[src/rtl/rv32i_pkg.sv]
// ---------------------------------------------------------------------------
// rv32i_pkg
//   Shared RV32I definitions for the register-file writeback path:
//   - load funct3 encodings (F3_LB..F3_LHU)
//   - wb_entry_t: one pending register-file write {rd, data}
//   - ld_result_t / extract_load(): aligns and sign/zero-extends load data
// ---------------------------------------------------------------------------
package rv32i_pkg;

  localparam int XLEN   = 32;
  localparam int REG_AW = 5;

  localparam logic [2:0] F3_LB  = 3'b000;
  localparam logic [2:0] F3_LH  = 3'b001;
  localparam logic [2:0] F3_LW  = 3'b010;
  localparam logic [2:0] F3_LBU = 3'b100;
  localparam logic [2:0] F3_LHU = 3'b101;

  typedef struct packed {
    logic [REG_AW-1:0] rd;
    logic [XLEN-1:0]   data;
  } wb_entry_t;

  typedef struct packed {
    logic            err;
    logic [XLEN-1:0] data;
  } ld_result_t;

  // Picks the addressed byte/half out of the raw word and extends it.
  // Unknown funct3 values yield zero data with err set.
  function automatic ld_result_t extract_load(input logic [2:0]      funct3,
                                              input logic [1:0]      addr_lo,
                                              input logic [XLEN-1:0] rdata);
    ld_result_t res_s;
    logic [7:0]  byte_s;
    logic [15:0] half_s;
    byte_s     = rdata[{addr_lo, 3'b000} +: 8];
    half_s     = rdata[{addr_lo[1], 4'b0000} +: 16];
    res_s.err  = 1'b0;
    res_s.data = {XLEN{1'b0}};
    case (funct3)
      F3_LB:   res_s.data = {{(XLEN-8){byte_s[7]}}, byte_s};
      F3_LH:   res_s.data = {{(XLEN-16){half_s[15]}}, half_s};
      F3_LW:   res_s.data = rdata;
      F3_LBU:  res_s.data = {{(XLEN-8){1'b0}}, byte_s};
      F3_LHU:  res_s.data = {{(XLEN-16){1'b0}}, half_s};
      default: begin
        res_s.err  = 1'b1;
        res_s.data = {XLEN{1'b0}};
      end
    endcase
    return res_s;
  endfunction

endpackage

[src/rtl/wb_fifo.sv]
// ---------------------------------------------------------------------------
// wb_fifo
//   DEPTH-entry synchronous FIFO of wb_entry_t (DEPTH a power of 2, >= 2).
//   Ports:
//     clk_i, rst_ni   clock, async active-low reset
//     push_i/entry_i  write an entry (ignored when full)
//     pop_i           drop the head entry (ignored when empty)
//     head_o          current head entry
//     full_o/empty_o  status from the registered count
//     count_o         number of stored entries
// ---------------------------------------------------------------------------
module wb_fifo
  import rv32i_pkg::*;
#(
  parameter int DEPTH = 2
) (
  input  logic                     clk_i,
  input  logic                     rst_ni,
  input  logic                     push_i,
  input  wb_entry_t                entry_i,
  input  logic                     pop_i,
  output wb_entry_t                head_o,
  output logic                     full_o,
  output logic                     empty_o,
  output logic [$clog2(DEPTH):0]   count_o
);

  localparam int AW = $clog2(DEPTH);

  wb_entry_t       mem_r [DEPTH];
  logic [AW-1:0]   wr_ptr_r;
  logic [AW-1:0]   rd_ptr_r;
  logic [AW:0]     count_r;
  logic            push_s;
  logic            pop_s;

  assign full_o  = (count_r == (AW+1)'(DEPTH));
  assign empty_o = (count_r == {(AW+1){1'b0}});
  assign count_o = count_r;
  assign head_o  = mem_r[rd_ptr_r];
  assign push_s  = push_i && !full_o;
  assign pop_s   = pop_i && !empty_o;

  // Storage, pointers (wrap modulo DEPTH) and occupancy count.
  always_ff @(posedge clk_i or negedge rst_ni) begin
    if (!rst_ni) begin
      for (int i = 0; i < DEPTH; i++) begin
        mem_r[i] <= '{rd: {REG_AW{1'b0}}, data: {XLEN{1'b0}}};
      end
      wr_ptr_r <= {AW{1'b0}};
      rd_ptr_r <= {AW{1'b0}};
      count_r  <= {(AW+1){1'b0}};
    end else begin
      if (push_s) begin
        mem_r[wr_ptr_r] <= entry_i;
        wr_ptr_r        <= wr_ptr_r + AW'(1);
      end
      if (pop_s) begin
        rd_ptr_r <= rd_ptr_r + AW'(1);
      end
      count_r <= count_r + (AW+1)'(push_s) - (AW+1)'(pop_s);
    end
  end

endmodule

[src/rtl/rf_writeback_ctrl.sv]
// ---------------------------------------------------------------------------
// rf_writeback_ctrl
//   Writer side of the RV32I register file. Merges ALU results and load
//   responses onto the single RF write port, buffering ALU results while a
//   load owns the port, and tracks destinations of in-flight loads.
//   Ports:
//     clk_i, rst_ni                       clock, async active-low reset
//     alu_valid_i/alu_ready_o/alu_rd_i/alu_data_i    ALU result handshake
//     ld_issue_valid_i/ld_issue_rd_i      load issued to memory (sets busy)
//     ld_valid_i/ld_ready_o/ld_rd_i/ld_funct3_i/ld_addr_lo_i/ld_rdata_i
//                                         load response handshake
//     wd_address_o/wd_data_o/write_en_rf_o  registered RF write port
//     busy_o                              bit n: load to xn in flight
//     ld_err_o                            pulse: illegal funct3 on a load
// ---------------------------------------------------------------------------
module rf_writeback_ctrl
  import rv32i_pkg::*;
#(
  parameter int WIDTH = 32,
  parameter int RD    = 5,
  parameter int DEPTH = 2
) (
  input  logic                 clk_i,
  input  logic                 rst_ni,
  input  logic                 alu_valid_i,
  output logic                 alu_ready_o,
  input  logic [RD-1:0]        alu_rd_i,
  input  logic [WIDTH-1:0]     alu_data_i,
  input  logic                 ld_issue_valid_i,
  input  logic [RD-1:0]        ld_issue_rd_i,
  input  logic                 ld_valid_i,
  output logic                 ld_ready_o,
  input  logic [RD-1:0]        ld_rd_i,
  input  logic [2:0]           ld_funct3_i,
  input  logic [1:0]           ld_addr_lo_i,
  input  logic [WIDTH-1:0]     ld_rdata_i,
  output logic [RD-1:0]        wd_address_o,
  output logic [WIDTH-1:0]     wd_data_o,
  output logic                 write_en_rf_o,
  output logic [(2**RD)-1:0]   busy_o,
  output logic                 ld_err_o
);

  localparam int CW = $clog2(DEPTH) + 1;
  localparam int NR = 2**RD;

  logic             ready_r;
  logic [RD-1:0]    addr_r;
  logic [WIDTH-1:0] data_r;
  logic             we_r;
  logic             err_r;
  logic [NR-1:0]    busy_r;

  logic             alu_acc_s;
  logic             ld_acc_s;
  ld_result_t       ld_res_s;
  wb_entry_t        push_entry_s;
  wb_entry_t        fifo_head_s;
  logic             fifo_full_s;
  logic             fifo_empty_s;
  logic [CW-1:0]    fifo_count_s;
  logic [CW-1:0]    cnt_nxt_s;
  logic             push_s;
  logic             pop_s;
  logic             we_nxt_s;
  logic [RD-1:0]    addr_nxt_s;
  logic [WIDTH-1:0] data_nxt_s;
  logic             err_nxt_s;
  logic [NR-1:0]    busy_set_s;
  logic [NR-1:0]    busy_clr_s;

  wb_fifo #(.DEPTH(DEPTH)) u_fifo (
    .clk_i   (clk_i),
    .rst_ni  (rst_ni),
    .push_i  (push_s),
    .entry_i (push_entry_s),
    .pop_i   (pop_s),
    .head_o  (fifo_head_s),
    .full_o  (fifo_full_s),
    .empty_o (fifo_empty_s),
    .count_o (fifo_count_s)
  );

  assign alu_ready_o   = ready_r;
  assign ld_ready_o    = ready_r;
  assign wd_address_o  = addr_r;
  assign wd_data_o     = data_r;
  assign write_en_rf_o = we_r;
  assign ld_err_o      = err_r;
  assign busy_o        = busy_r;

  // Port arbitration: full FIFO drains first, then loads, then buffered ALU
  // results, then a direct ALU bypass. x0 results never enter the FIFO.
  always_comb begin
    alu_acc_s         = alu_valid_i && ready_r;
    ld_acc_s          = ld_valid_i && ready_r;
    ld_res_s          = extract_load(ld_funct3_i, ld_addr_lo_i, ld_rdata_i);
    push_entry_s.rd   = alu_rd_i;
    push_entry_s.data = alu_data_i;
    push_s            = 1'b0;
    pop_s             = 1'b0;
    we_nxt_s          = 1'b0;
    addr_nxt_s        = {RD{1'b0}};
    data_nxt_s        = {WIDTH{1'b0}};
    if (fifo_full_s) begin
      pop_s      = 1'b1;
      we_nxt_s   = 1'b1;
      addr_nxt_s = fifo_head_s.rd;
      data_nxt_s = fifo_head_s.data;
    end else if (ld_acc_s) begin
      we_nxt_s   = (ld_rd_i != {RD{1'b0}});
      addr_nxt_s = ld_rd_i;
      data_nxt_s = ld_res_s.data;
      push_s     = alu_acc_s && (alu_rd_i != {RD{1'b0}});
    end else if (!fifo_empty_s) begin
      pop_s      = 1'b1;
      we_nxt_s   = 1'b1;
      addr_nxt_s = fifo_head_s.rd;
      data_nxt_s = fifo_head_s.data;
      push_s     = alu_acc_s && (alu_rd_i != {RD{1'b0}});
    end else if (alu_acc_s) begin
      we_nxt_s   = (alu_rd_i != {RD{1'b0}});
      addr_nxt_s = alu_rd_i;
      data_nxt_s = alu_data_i;
    end else begin
      we_nxt_s   = 1'b0;
    end
    err_nxt_s = ld_acc_s && ld_res_s.err;
    // Readiness for the next cycle follows the post-update occupancy.
    cnt_nxt_s = fifo_count_s + CW'(push_s) - CW'(pop_s);
  end

  // Busy scoreboard set/clear masks; set is applied after clear so it wins.
  always_comb begin
    busy_set_s = {NR{1'b0}};
    busy_clr_s = {NR{1'b0}};
    if (ld_issue_valid_i && (ld_issue_rd_i != {RD{1'b0}})) begin
      busy_set_s[ld_issue_rd_i] = 1'b1;
    end else begin
      busy_set_s = {NR{1'b0}};
    end
    if (ld_acc_s) begin
      busy_clr_s[ld_rd_i] = 1'b1;
    end else begin
      busy_clr_s = {NR{1'b0}};
    end
  end

  // Registered write port, error pulse, readiness and busy vector.
  always_ff @(posedge clk_i or negedge rst_ni) begin
    if (!rst_ni) begin
      ready_r <= 1'b0;
      addr_r  <= {RD{1'b0}};
      data_r  <= {WIDTH{1'b0}};
      we_r    <= 1'b0;
      err_r   <= 1'b0;
      busy_r  <= {NR{1'b0}};
    end else begin
      ready_r <= (cnt_nxt_s != CW'(DEPTH));
      addr_r  <= addr_nxt_s;
      data_r  <= data_nxt_s;
      we_r    <= we_nxt_s;
      err_r   <= err_nxt_s;
      busy_r  <= (busy_r & ~busy_clr_s) | busy_set_s;
    end
  end

endmodule
[config.mk]
export PLATFORM = sky130hd
export DESIGN_NAME = rf_writeback_ctrl
export DESIGN_NICKNAME = d
export VERILOG_FILES = /design/src/rtl/rv32i_pkg.sv /design/src/rtl/wb_fifo.sv /design/src/rtl/rf_writeback_ctrl.sv
export SDC_FILE = /design/constraint.sdc
export NUM_CORES = 1
export LEC_CHECK = 0
export ABC_CLOCK_PERIOD_IN_PS = 2000
export BUFFER_PORTS_ARGS = -buffer_cell sky130_fd_sc_hd__buf_2
export CAP_MARGIN = 30
export CORE_MARGIN = 4
export CORE_UTILIZATION = 49
export CTS_CLUSTER_DIAMETER = 150
export DETAILED_ROUTE_END_ITERATION = 8
export PLACE_DENSITY = 0.8
export REMOVE_ABC_BUFFERS = 1
export SLEW_MARGIN = 20
export SYNTH_ARGS = -nofsm -noshare
export SYNTH_HDL_FRONTEND = slang
export SYNTH_SLANG_ARGS = --single-unit
[constraint.sdc]
create_clock -name clk_i -period 2 [get_ports clk_i]
set_input_delay 0 -clock clk_i [delete_from_list [all_inputs] [get_ports clk_i]]
set_output_delay 0 -clock clk_i [all_outputs]
set_load 0.05 [all_outputs]
==> flow_results.xml <==
<?xml version="1.0" encoding="UTF-8"?>
<metrics>
  <group name="pwr">
    <metric name="power.density_cell_area" unit="nW/um2">1626</metric>
    <metric name="combPwrFrac" unit="">0.442</metric>
    <metric name="p_sw_frac" unit="">0.3946</metric>
    <metric name="leakagePower" unit="uW">0.004502</metric>
    <metric name="cell_internal_pwr" unit="uW">9371</metric>
    <metric name="p_seq_frac" unit="">0.331</metric>
    <metric name="vdd_ir_drop_max" unit="V">0.0007932</metric>
    <metric name="clock_power_share" unit="">0.227</metric>
    <metric name="power.net_switching" unit="uW">6107</metric>
  </group>
  <group name="placed_design">
    <metric name="detailed_place.area" unit="um2">8145</metric>
    <metric name="io_buffers" unit="">161</metric>
    <metric name="place.detailed.hpwl" unit="mm">14.47</metric>
    <metric name="placement.setup.worst_slack" unit="ps">14.33</metric>
    <metric name="routabilityCongestion" unit="">0.8911</metric>
    <metric name="placed_cells_incl_taps" unit="">902</metric>
  </group>
  <group name="timing">
    <metric name="tightest_slew" unit="ps">591.8</metric>
    <metric name="worst_slack" unit="ps">32.43</metric>
    <metric name="setup_viol" unit="">0</metric>
    <metric name="slew_limit_headroom" unit="">0.6055</metric>
    <metric name="slew_violations" unit="">0</metric>
    <metric name="hold_ws" unit="ps">16.87</metric>
    <metric name="rsz_0062_raised_after_global_routing" unit="">no</metric>
    <metric name="timing.final.crit_period" unit="ps">1968</metric>
    <metric name="worst_clock_skew" unit="ps">7.234</metric>
    <metric name="post-route-period-util" unit="">0.9838</metric>
    <metric name="aggregate_negative_setup_slack" unit="ps">0</metric>
    <metric name="hold_viol" unit="">0</metric>
    <metric name="achievable-frequency" unit="GHz">0.5082</metric>
  </group>
  <group name="floorplanning">
    <metric name="fp-row-count" unit="">43</metric>
    <metric name="chipHeight" unit="um">128.0</metric>
    <metric name="dieArea" unit="um2">16380</metric>
    <metric name="core_area" unit="um2">13990</metric>
    <metric name="number_of_top_level_design_ports" unit="">162</metric>
    <metric name="die_width" unit="um">128.0</metric>
    <metric name="initial_utilization" unit="">0.5044</metric>
  </group>
  <group name="yosys">
    <metric name="netlist_instances" unit="">573</metric>
    <metric name="synth.ff_latch_count" unit="">150</metric>
    <metric name="share_of_synthesized_cell_area_in_full_adder_half_adder_and_majority_cells" unit="">0.003547</metric>
    <metric name="synthXorXnorAreaFrac" unit="">0.004965</metric>
    <metric name="yosys-mux-area-fraction" unit="">0.2041</metric>
    <metric name="synthesis.yosys.warnings" unit="">0</metric>
    <metric name="synth_top_family_by_area" unit="">multiplexers</metric>
    <metric name="synth_compound_area_frac" unit="">0.1428</metric>
    <metric name="avgSynthCellArea" unit="um2">12.31</metric>
    <metric name="synth_simple_gate_area_share" unit="">0.08388</metric>
    <metric name="yosysUniqueCellTypes" unit="">52</metric>
    <metric name="syn-cell-area" unit="um2">7056</metric>
    <metric name="synth.yosys.seq_area_share" unit="">0.5320</metric>
    <metric name="postSynth.topFlopCell" unit="">dfrtp_1</metric>
    <metric name="synth-edff-count" unit="">0</metric>
    <metric name="asyncSetResetFlopFracSynth" unit="">1.000</metric>
  </group>
  <group name="global_route">
    <metric name="pin_count_of_the_biggest_net_entering_global_routing" unit="">64</metric>
    <metric name="global_route.usage.total" unit="">0.2664</metric>
    <metric name="grt_first_pass_wirelength" unit="mm">33.99</metric>
    <metric name="antenna_violations_before_repair" unit="">0</metric>
    <metric name="grt_overflow_total" unit="">0</metric>
    <metric name="grt_pass1_vias" unit="">6548</metric>
  </group>
  <group name="routing">
    <metric name="routed-via-count" unit="">6078</metric>
    <metric name="firstDrtPassIters" unit="">8</metric>
    <metric name="remaining_drc_errors" unit="">0</metric>
    <metric name="vias_per_cell" unit="">6.042</metric>
    <metric name="final_antenna_net_count" unit="">0</metric>
    <metric name="wl" unit="mm">21.63</metric>
    <metric name="avgRoutedWirePerCell" unit="um">21.50</metric>
    <metric name="drt_iter0_markers" unit="">558</metric>
  </group>
  <group name="finish">
    <metric name="finalNonFillerCells" unit="">1006</metric>
    <metric name="layout-drive-gt1-share" unit="">0.3358</metric>
    <metric name="layout_commonest_cell" unit="">buf_2</metric>
    <metric name="fin_area" unit="um2">9519</metric>
    <metric name="nNetsFinal" unit="">904</metric>
    <metric name="mostFrequentLayoutCells" unit="">160 x buf_2, 149 x dfrtp_1, 71 x dlygate4sd3_1, 65 x o21ai_0, 50 x nand2_1</metric>
    <metric name="areaGrowthSynthToFinish" unit="%">34.92</metric>
    <metric name="count_of_fill_cells_added_during_filler_insertion" unit="">971</metric>
  </group>
  <group name="setup_path">
    <metric name="start_kind" unit="">input pin</metric>
    <metric name="critical_path_peak_fanout" unit="">32</metric>
    <metric name="crit_path_cell_trace" unit="">dlygate4sd3_1, buf_2, or4_1, o21bai_4, or4b_4, buf_12, mux2_1</metric>
    <metric name="endpoint_kind" unit="">flip-flop</metric>
    <metric name="crit_end" unit="">u_fifo.mem_r[19]$_DFFE_PN0P_</metric>
    <metric name="path_class" unit="">in2reg</metric>
    <metric name="cp_data_arrival_time" unit="ps">2260</metric>
    <metric name="crit_path_start" unit="">alu_rd_i[3]</metric>
    <metric name="cpPeakStageDelay" unit="ps">580</metric>
    <metric name="critical-path-slowest-cell" unit="">or4_1</metric>
    <metric name="reg2reg_from" unit="">alu_ready_o$_DFF_PN0_</metric>
    <metric name="rrSetupSlack" unit="ps">130</metric>
    <metric name="timing.rr.end" unit="">u_fifo.mem_r[19]$_DFFE_PN0P_</metric>
    <metric name="required" unit="ps">2290</metric>
    <metric name="reg2reg_depth" unit="">5</metric>
  </group>
  <group name="min_path">
    <metric name="worst_hold_path.num_cells" unit="">3</metric>
    <metric name="holdCritPathClass" unit="">in2reg</metric>
  </group>
  <group name="clocking">
    <metric name="cts_setup_buffers" unit="">0</metric>
    <metric name="cts_tree" unit="">done</metric>
    <metric name="numCtsBuffers" unit="">17</metric>
    <metric name="worst_setup_hold_path_clk_slew" unit="ps">60</metric>
    <metric name="cts.htree.levels" unit="">4</metric>
    <metric name="cts_buffer_depth" unit="">2</metric>
    <metric name="cts.root.buffer_cell" unit="">clkbuf_16</metric>
    <metric name="cts_sinks" unit="">150</metric>
    <metric name="clkLatencyLatePin" unit="ps">420</metric>
  </group>
  <group name="status">
    <metric name="run_status" unit="">complete, no violations</metric>
  </group>
  <group name="job">
    <metric name="max_cap_violations" unit="">0</metric>
  </group>
</metrics>
[flip-flops by register name (all words and copies together), names as in the netlist, 2 cells and up]
signal / count
u_fifo.count_o: 2
wd_data_o: 32
u_fifo.mem_r: 74
busy_o: 32
wd_address_o: 5
[power groups by stage]
stage	clock network [uW]	logic (uW)	registers (uW)
after floorplan	0	2910	6920
after global placement	0	6430	5020
after detailed placement	0	6650	5110
after CTS	3530	6800	5090
after global routing	3680	7230	5260
final	3510	6840	5130
[cells in the mapped netlist (8+ instances only)]
library cell  number  share of area
mux2_2            18          0.029
a222oi_1           8          0.011
mux2_1            37          0.059
o221ai_1           8         0.0099
mux2i_1           37          0.052
nand3b_1          10          0.011
a221o_1           16          0.023
o211ai_1           8         0.0085
o21ai_0           65          0.046
buf_2              9         0.0064
mux2_4            30          0.064
nor2_1            24          0.013
clkbuf_1          17         0.0090
dfrtp_1          150           0.53
nand2_1           50          0.027
[kinds of logic (layout without fill, tap and decap cells)]
kind of cell             Yosys count  in the layout
AO/OA/AOI/OAI                    141            141
XOR/XNOR                           4              4
adder cells (fa/ha/maj)            2              2
buffers and inverters             38            290
flip-flops                       150            150
multiplexers                     122            122
other                              0              1
AND/OR/NAND/NOR                  116            116
[repair_timing]
item / in CTS / in global routing
hold endpoints to repair: 279 / 1
gates resized for setup: 1 / 0
setup endpoints to repair: 3 / 0
hold buffers: 70 / 1
[metal layers]
| layer | track usage | part of all wire |
|---|---|---|
| met1 | 0.3339 | 0.39 |
| met4 | 0.1136 | 0.034 |
| met5 | 0 | 0 |
| met2 | 0.4387 | 0.49 |
| met3 | 0.06875 | 0.094 |
[worst max-delay path, delay by kind of cell]
family,cells,cell delay [ps]
AO/OA/AOI/OAI,1,150
buffers and inverters,3,970
multiplexers,1,380
AND/OR/NAND/NOR,2,740
[stage by stage]
| step | util | total power [uW] |
|---|---|---|
| after floorplan | - | 9830 |
| after global placement | 0.5823 | 11450 |
| after detailed placement | 0.5823 | 11760 |
| after CTS | 0.6788 | 15420 |
| after global routing | 0.6803 | 16170 |
| final | 0.6805 | 15480 |
[worst min path at each step]
stage | slack (ps) | to | startpoint
finish | 20 | wd_address_o[0]$_DFF_PN0_ | ld_rd_i[0]
global route | 20 | wd_data_o[8]$_DFF_PN0_ | ld_rdata_i[8]
CTS | 3 | wd_data_o[4]$_DFF_PN0_ | ld_rdata_i[4]
detailed placement | -100 | wd_data_o[11]$_DFF_PN0_ | rst_ni
global placement | -100 | wd_data_o[11]$_DFF_PN0_ | rst_ni
floorplan | -300 | alu_ready_o$_DFF_PN0_ | rst_ni
[layout make-up]
type / instances / area [um2] / area share
tap: 180 / 225.2 / 0.02366
multi-input combinational: 385 / 3115 / 0.3273
clock inverter: 10 / 175.2 / 0.01840
antenna: 1 / 2.502 / 0.0002629
clock buffer: 21 / 470.5 / 0.04942
timing repair buffer: 258 / 1772 / 0.1861
inverter: 1 / 3.754 / 0.0003943
sequential: 150 / 3755 / 0.3945
(Power assumes the default switching activity.)
